--- config.mk ---
export PLATFORM = sky130hd
export DESIGN_NAME = intra_tap_sum_pack
export DESIGN_NICKNAME = d
export VERILOG_FILES = /design/src/rtl/intra_tap_sum_pack.sv
export SDC_FILE = /design/constraint.sdc
export NUM_CORES = 1
export LEC_CHECK = 0
export ABC_AREA = 1
export CAP_MARGIN = 5
export CORE_MARGIN = 5
export CORE_UTILIZATION = 54
export DETAILED_ROUTE_END_ITERATION = 12
export HOLD_SLACK_MARGIN = 0.1
export PLACE_DENSITY = 0.82
export RECOVER_POWER = 100
export SYNTH_ARGS = -nofsm -noshare
export SYNTH_HDL_FRONTEND = slang
export SYNTH_SLANG_ARGS = --single-unit
--- constraint.sdc ---
create_clock -name clk -period 3.7 [get_ports clk]
set_input_delay 0.74 -clock clk [delete_from_list [all_inputs] [get_ports clk]]
set_output_delay 0.74 -clock clk [all_outputs]
set_load 0.01 [all_outputs]
--- src/rtl/intra_tap_sum_pack.sv ---
// intra_tap_sum_pack: sums the four selected tap products of one intra angular
// predicted sample, applies the filter rounding and shift, clips the result to
// the sample bit depth, and packs consecutive samples into row words.
//
// Handshake: a word moves across an interface on a rising edge where its
// valid and ready are both high. The producer holds valid and data stable
// until that edge. The whole pipeline advances only when en is high, where
// en = !out_valid || out_ready. in_ready is en itself, so a stalled row
// freezes stage 1 and the packer, and no sample is lost. in_ready is the
// only combinational path from out_ready.
module intra_tap_sum_pack #(
  parameter int PROD_W    = 16,
  parameter int BIT_DEPTH = 8,
  parameter int SHIFT     = 6,
  parameter int ROW_LEN   = 4,
  localparam int CNT_W    = $clog2(ROW_LEN) + 1,
  localparam int ROW_W    = ROW_LEN * BIT_DEPTH
) (
  input  logic              clk,
  input  logic              rst,
  input  logic              in_valid,
  output logic              in_ready,
  input  logic [PROD_W-1:0] p0,
  input  logic [PROD_W-1:0] p1,
  input  logic [PROD_W-1:0] p2,
  input  logic [PROD_W-1:0] p3,
  input  logic              in_last,
  output logic              out_valid,
  input  logic              out_ready,
  output logic [ROW_W-1:0]  out_row,
  output logic [CNT_W-1:0]  out_cnt
);

  localparam int SUM_W = PROD_W + 2;
  localparam int RND_W = PROD_W + 3;
  localparam int RND_OFF = 1 << (SHIFT - 1);
  localparam logic signed [RND_W-1:0] RND_OFF_S = RND_W'(RND_OFF);
  localparam logic signed [RND_W-1:0] MAX_S     = RND_W'((1 << BIT_DEPTH) - 1);

  logic en;

  // Stage 1 registers
  logic [SUM_W-1:0] s1_sum_q, s1_sum_d;
  logic             s1_last_q, s1_last_d;
  logic             s1_valid_q, s1_valid_d;

  // Packer and output registers
  logic [CNT_W-1:0] cnt_q, cnt_d;
  logic [ROW_W-1:0] row_buf_q, row_buf_d;
  logic [ROW_W-1:0] out_row_q, out_row_d;
  logic [CNT_W-1:0] out_cnt_q, out_cnt_d;
  logic             out_valid_q, out_valid_d;

  // Stage 2 combinational signals
  logic signed [RND_W-1:0] rnd_sum;
  logic signed [RND_W-1:0] rnd_shr;
  logic [BIT_DEPTH-1:0]    sample;
  logic [ROW_W-1:0]        row_next;
  logic                    row_done;

  assign en       = !out_valid_q || out_ready;
  assign in_ready = en;

  assign out_valid = out_valid_q;
  assign out_row   = out_row_q;
  assign out_cnt   = out_cnt_q;

  // Stage 1: sign-extended sum of the four products, captured whenever the pipe advances
  always_comb begin
    s1_sum_d   = s1_sum_q;
    s1_last_d  = s1_last_q;
    s1_valid_d = s1_valid_q;
    if (en) begin
      s1_sum_d   = {{2{p0[PROD_W-1]}}, p0} + {{2{p1[PROD_W-1]}}, p1}
                 + {{2{p2[PROD_W-1]}}, p2} + {{2{p3[PROD_W-1]}}, p3};
      s1_last_d  = in_last;
      s1_valid_d = in_valid;
    end
  end

  // Stage 2: round, arithmetic shift, clip to [0, 2^BIT_DEPTH-1]
  always_comb begin
    rnd_sum = $signed({s1_sum_q[SUM_W-1], s1_sum_q}) + RND_OFF_S;
    rnd_shr = rnd_sum >>> SHIFT;
    if (rnd_shr[RND_W-1]) begin
      sample = '0;
    end else if (rnd_shr > MAX_S) begin
      sample = '1;
    end else begin
      sample = rnd_shr[BIT_DEPTH-1:0];
    end
  end

  // Packer: drop the sample into lane cnt and publish the row when it closes
  always_comb begin
    cnt_d       = cnt_q;
    row_buf_d   = row_buf_q;
    out_row_d   = out_row_q;
    out_cnt_d   = out_cnt_q;
    out_valid_d = out_valid_q;
    row_next    = row_buf_q;
    for (int i = 0; i < ROW_LEN; i++) begin
      if (CNT_W'(i) == cnt_q) begin
        row_next[i*BIT_DEPTH +: BIT_DEPTH] = sample;
      end else if (CNT_W'(i) > cnt_q) begin
        // lanes beyond the current sample are never valid in a completed row
        row_next[i*BIT_DEPTH +: BIT_DEPTH] = '0;
      end
    end
    row_done = s1_valid_q && ((cnt_q == CNT_W'(ROW_LEN - 1)) || s1_last_q);
    if (en) begin
      // with en high, a pending row is either absent or leaving this edge
      out_valid_d = 1'b0;
      if (s1_valid_q) begin
        if (row_done) begin
          out_row_d   = row_next;
          out_cnt_d   = cnt_q + CNT_W'(1);
          out_valid_d = 1'b1;
          cnt_d       = '0;
          row_buf_d   = '0;
        end else begin
          row_buf_d   = row_next;
          cnt_d       = cnt_q + CNT_W'(1);
        end
      end
    end
  end

  // State registers; reset discards stage 1, any partial row and any pending output
  always_ff @(posedge clk or posedge rst) begin
    if (rst) begin
      s1_sum_q    <= '0;
      s1_last_q   <= 1'b0;
      s1_valid_q  <= 1'b0;
      cnt_q       <= '0;
      row_buf_q   <= '0;
      out_row_q   <= '0;
      out_cnt_q   <= '0;
      out_valid_q <= 1'b0;
    end else begin
      s1_sum_q    <= s1_sum_d;
      s1_last_q   <= s1_last_d;
      s1_valid_q  <= s1_valid_d;
      cnt_q       <= cnt_d;
      row_buf_q   <= row_buf_d;
      out_row_q   <= out_row_d;
      out_cnt_q   <= out_cnt_d;
      out_valid_q <= out_valid_d;
    end
  end

endmodule

# Word-level counts from Yosys, hierarchy flattened
# Index checks and enable logic that the tools add are counted.
[totals]
ramBits = 0
romBits = 0
out_inout_bits = 37
latch_bits = 0
reg_bits = 91
wordCells = 43
memories = 0
[op_classes]
reduce_logical = 7
addsub = 5
magnitude_cmp = 5
bitwise = 0
eq_ne = 4
multipliers = 0
shift = 0
div = 0
muxes = 14
[ops]
columns = ["op", "count"]
rows = [
  ["2-to-1 mux 8 bit", 10],
  ["2-to-1 mux 32 bit", 1],
  ["adder 18 x 7 -> 19 bit, second input constant", 1],
  ["adder 17 x 16 -> 18 bit", 1],
  ["adder 18 bit", 1],
  ["adder 16 x 16 -> 17 bit", 1],
  ["greater-than comparator 13 x 9 -> 1 bit, second input constant", 1],
  ["== test 2 x 3 -> 1 bit, first input constant", 2],
  ["greater-than comparator 1 x 3 -> 1 bit, first input constant", 2],
  ["greater-than comparator 2 x 3 -> 1 bit, first input constant", 2],
  ["adder 3 x 1 -> 3 bit, second input constant", 1],
  ["== test 1 x 3 -> 1 bit, first input constant", 1],
  ["== test 3 x 2 -> 1 bit, second input constant", 1],
  ["zero test 3 bit", 1],
  ["2-to-1 mux 3 bit", 1],
  ["AND reduction 3 bit", 1],
  ["logical OR 1 bit", 2],
  ["2-to-1 mux 1 bit", 2],
  ["AND reduction 2 bit", 1],
  ["logical AND 1 bit", 1],
  ["zero test 1 bit", 1],
]

# Depth between registers and ports, before layout
[depth]
ltp_word = 6
mapped_depth = 16

# Worst setup path before layout
# Ideal clock, no wire load.
[synth_timing]
path_kind = "input to register"
from = "input p0[8]"
to = "register s1_sum_q[11]"
t_required_ps = 3573
t_arrival_ps = 3037
stages = 12
slack_ps = 536
path_cell_list = "inv_1 -> fa_1 -> inv_1 -> fa_1 -> ha_1 -> a21oi_1 -> o21ai_0 -> a21oi_1 -> nand2_1 -> or2_2 -> nand3_1 -> o21ai_0"
[synth_between]
elab_chain_len = 3
[synth_rtl]
columns = ["item", "line_no", "text"]
rows = [
  ["from (decl)", "23", "input logic [PROD_W-1:0] p0,"],
  ["adder 16 x 16 -> 17 bit", "74", "s1_sum_d = {{2{p0[PROD_W-1]}}, p0} + {{2{p1[PROD_W-1]}}, p1}"],
  ["adder 17 x 16 -> 18 bit", "75", "+ {{2{p2[PROD_W-1]}}, p2} + {{2{p3[PROD_W-1]}}, p3};"],
  ["adder 18 bit", "75", ""],
  ["to (signal assigned)", "141", "s1_sum_q <= s1_sum_d;"],
  ["to (decl)", "43", "logic [SUM_W-1:0] s1_sum_q, s1_sum_d;"],
]
# No other way between the ends.
# A chain may end at the register's enable or synchronous reset.

# Final worst setup path
[layout_timing]
from = "input p0[6]"
to = "register s1_sum_q[11]"
# The elaborated chain is that of the path after synthesis.

==> impl_metrics.csv <==
group,metric,value,unit
run_status,status,"complete, but fails checks",
run_status,violations,"capacitance limit, slew limit",
place,place.detailed.hpwl,10400,um
global_route,groute.layer.met1.usage,31.1,%
place,portBuffers,105,
global_route,globalRouteMet2Util,35.6,%
global_route,grt_usage,21.7,%
die,floorplan.rows,38,
sta,worst_slew_pin_slew,2.12,ns
routing,via_count,5376,
die,core,10900,um^2
yosys,synthDistinctLibCells,38,
setup_path,origin_of_the_critical_flop_to_flop_path,"s1_sum_q[5]",
cells_and_area,n_antenna_cell,0,
die,die_area,13500,um^2
routing,drt-initial-drc-count,306,
die,die_h,116,um
place,post_dp_cell_area,7380,um^2
sta,max_clock_freq,0.282,GHz
clock_network,cts_post_setup_buffers_inserted,0,
routing,remaining_drc_errors,0,
sta,fin_skew,0.00752,ns
min_path,holdCritStartpoint,"out_row[14]",
routing,drt_pass1_iterations,5,
routing,routed_wl,13800,um
setup_path,worst_path_max_delay_cell,"sky130_fd_sc_hd__fa_1",
flow_run,number_of_maximum_capacitance_constraint_violations,3,
routing,detail_route.vias_per_cell,5.06,
sta,maxSlewHeadroom,-42.0,%
clock_network,insertion_delay,0.34,ns
pwr,totalPowerFinal,5.00,mW
setup_path,worst_setup_path_end_kind,"flip-flop",
yosys,mappedNetlistArea,6070,um^2
yosys,postSynthRegisterBits,86,
global_route,grt_max_degree,47,
sta,setup_total_negative_slack,0,ns
pwr,leakage,4.18,nW
cells_and_area,multiInputGateArea,3330,um^2
clock_network,cts-root-to-sink-buffers,2,
setup_path,cp.required,3.89,ns
setup_path,start_kind,"primary input",
setup_path,crit_fanout,3,
routing,antenna_violation_net_count_after_detailed_routing,0,
clock_network,clkSinkCount,86,
sta,period_utilization,95.9,%
sta,final_hold_vios,0,
yosys,postSynthAreaPerCell,7.61,um^2
cells_and_area,register_area,2150,um^2
place,preCtsSetupSlack,-0.0948,ns
die,die_x,116,um
setup_path,critPathKind,"primary input to flip-flop",
die,io_pins,106,
cells_and_area,layout.nets,1038,
min_path,worstHoldPathType,"flip-flop to flip-flop",
clock_network,cts_tree,"done",
cells_and_area,syn_to_final_growth,25.2,%
global_route,first_global_vias,5107,
cells_and_area,layout_commonest_cell,"sky130_fd_sc_hd__nand2_1",
setup_path,critical_path_buf_inv_count,3,
cells_and_area,layout-drive-gt1-share,7.05,%
clock_network,post_cts_resized,0,
sta,post-route-min-period,3.55,ns
global_route,antenna_found_initial,0,
sta,hold_ws,0.471,ns
clock_network,cts.root.buffer_cell,"sky130_fd_sc_hd__clkbuf_16",
global_route,grt_pass1_wl,23600,um
setup_path,timing.critical_path.slowest_cell_delay,0.52,ns
pwr,ir_drop,0.397,mV
cells_and_area,layout.core_utilization,69.5,%
cells_and_area,layout.cells.most_common_list,"sky130_fd_sc_hd__nand2_1 (335), sky130_fd_sc_hd__inv_1 (113), sky130_fd_sc_hd__dfrtp_1 (86)",
cells_and_area,finalInstanceArea,7600,um^2
place,numPlacedInstances,1046,
yosys,synth.yosys.warnings,0,
global_route,overflow,0,
cells_and_area,layout.cells.non_filler,1062,
yosys,syn-num-nets,919,
clock_network,cts_htree_levels,3,
pwr,cellPowerDensity,658,nW/um^2
global_route,gr-usage-met3,3.50,%
yosys,cells_after_synth,798,
setup_path,crit_path_start,"p0[6]",
global_route,grt_most_used_layer,"met2",
sta,finalSetupViolations,0,
sta,timing.final.max_slew_violations,75,
die,start_util,55.5,%
clock_network,clk_pin_slew_worst_paths,0.06,ns
sta,setup_slack,0.153,ns
setup_path,cp_cell_sequence,"clkdlybuf4s50_1 > inv_1 > fa_1 > fa_1 > inv_1 > ha_1 > a21oi_1 > o21ai_0 > a21oi_1 > nand2_1 > or2_2 > nand3_1 > o21ai_0",
clock_network,hold_buffers,0,
yosys,synth_sequential_area_ratio,35.4,%
setup_path,cp.arrival,3.73,ns
sta,rsz0062_at_grt,"no",
cells_and_area,fillCellCount,906,
setup_path,timing.critical_path.max_delay_family,"adder cells",
place,gpl.final_weighted_congestion,0.908,
routing,routed_wire_length_per_instance,13.0,um
clock_network,cts_buffers,9,
-- worst register-to-register path: stages (launching register included) --
cell,delay [ns]
sky130_fd_sc_hd__dfrtp_1,0.42
sky130_fd_sc_hd__nand2_1,0.10
sky130_fd_sc_hd__nor2_1,0.35
sky130_fd_sc_hd__nand3_4,0.12
sky130_fd_sc_hd__o31ai_2,1.63
sky130_fd_sc_hd__nand3_1,0.23
sky130_fd_sc_hd__nand2_1,0.18
sky130_fd_sc_hd__nand2_1,0.08
sky130_fd_sc_hd__nand2_1,0.11
-- area by class of cell --
type | instances | share of cell area [%]
repair buffers | 127 | 15.8
clock buffers | 9 | 2.96
flip-flops and latches | 86 | 28.3
clock inverters | 7 | 1.05
well taps | 140 | 2.30
inverters | 118 | 5.84
multi-input cells | 575 | 43.8
-- cell families after synthesis --
logic type / count (synthesis) / synth area share [%]
compound gates: 49 / 4.68
xor+xnor: 9 / 1.30
fa+ha+maj: 52 / 14.7
buf+inv: 137 / 9.13
flops: 86 / 35.4
simple gates: 465 / 34.8
-- worst paths after layout --
| check | to | slack, ns | cells after the start |
|---|---|---|---|
| min in group asynchronous | out_row[0] | 1.31 | 2 |
| max | s1_sum_q[11] | 0.15 | 13 |
| min reg2reg | out_row[14] | 0.47 | 2 |
| max reg2reg | row_buf_q[23] | 0.42 | 8 |
| max in group asynchronous | row_buf_q[12] | 0.58 | 3 |
| min | out_row[14] | 0.47 | 2 |
-- registers in the layout, indices dropped and copies added (netlist names) --
register / flops
s1_last_q: 1
out_row: 32
s1_valid_q: 1
cnt_q: 3
out_cnt: 3
s1_sum_q: 13
row_buf_q: 32
out_valid: 1
-- where the power goes --
group	total (mW)	internal [mW]	switching, mW	leakage [nW]
logic	2.58	0.979	1.60	2.90
clock network	0.923	0.533	0.390	0.148
registers	1.50	1.26	0.243	1.14
total	5.00	2.77	2.23	4.18
-- metal layers --
metal / vias up / part of all wire (%) / wire, um
li1: 2709 / - / -
met1: 2482 / 45 / 6200
met2: 174 / 48 / 6610
met3: 11 / 6.4 / 890
met4: 0 / 0.73 / 101
met5: - / 0 / 0
-- cells in the mapped netlist --
library cell	count	area, um^2
sky130_fd_sc_hd__ha_1	20	250
sky130_fd_sc_hd__o21ai_0	17	85.1
sky130_fd_sc_hd__nor2_2	5	31.3
sky130_fd_sc_hd__inv_2	4	15.0
sky130_fd_sc_hd__o22ai_1	1	6.26
sky130_fd_sc_hd__o21bai_1	3	22.5
sky130_fd_sc_hd__clkbuf_1	8	30.0
sky130_fd_sc_hd__nor3_4	1	16.3
sky130_fd_sc_hd__and3_1	1	6.26
sky130_fd_sc_hd__nand2_2	7	43.8
sky130_fd_sc_hd__dfrtp_1	86	2150
sky130_fd_sc_hd__nand2_1	334	1250
sky130_fd_sc_hd__nand3_1	69	345
sky130_fd_sc_hd__inv_1	112	420
sky130_fd_sc_hd__nand3_4	9	158
sky130_fd_sc_hd__nor2_8	3	60.1
sky130_fd_sc_hd__fa_1	32	641
sky130_fd_sc_hd__nand3b_1	1	7.51
sky130_fd_sc_hd__o31ai_4	1	21.3
sky130_fd_sc_hd__or2_2	3	18.8
sky130_fd_sc_hd__o211ai_1	1	7.51
sky130_fd_sc_hd__nor3_1	2	10.0
sky130_fd_sc_hd__nor4_1	2	12.5
sky130_fd_sc_hd__clkinv_1	2	7.51
sky130_fd_sc_hd__o21ai_1	2	10.0
sky130_fd_sc_hd__o2111ai_1	1	8.76
sky130_fd_sc_hd__a21boi_0	1	7.51
sky130_fd_sc_hd__buf_4	3	22.5
sky130_fd_sc_hd__nor2_4	2	22.5
sky130_fd_sc_hd__buf_2	5	25.0
sky130_fd_sc_hd__a21o_1	2	15.0
sky130_fd_sc_hd__nor2_1	17	63.8
sky130_fd_sc_hd__nand2_4	1	11.3
sky130_fd_sc_hd__a21oi_1	20	100
sky130_fd_sc_hd__xnor2_1	3	26.3
sky130_fd_sc_hd__nand4_1	8	50.1
sky130_fd_sc_hd__xor2_1	6	52.6
sky130_fd_sc_hd__buf_6	3	33.8
(Power assumes the default switching activity.)
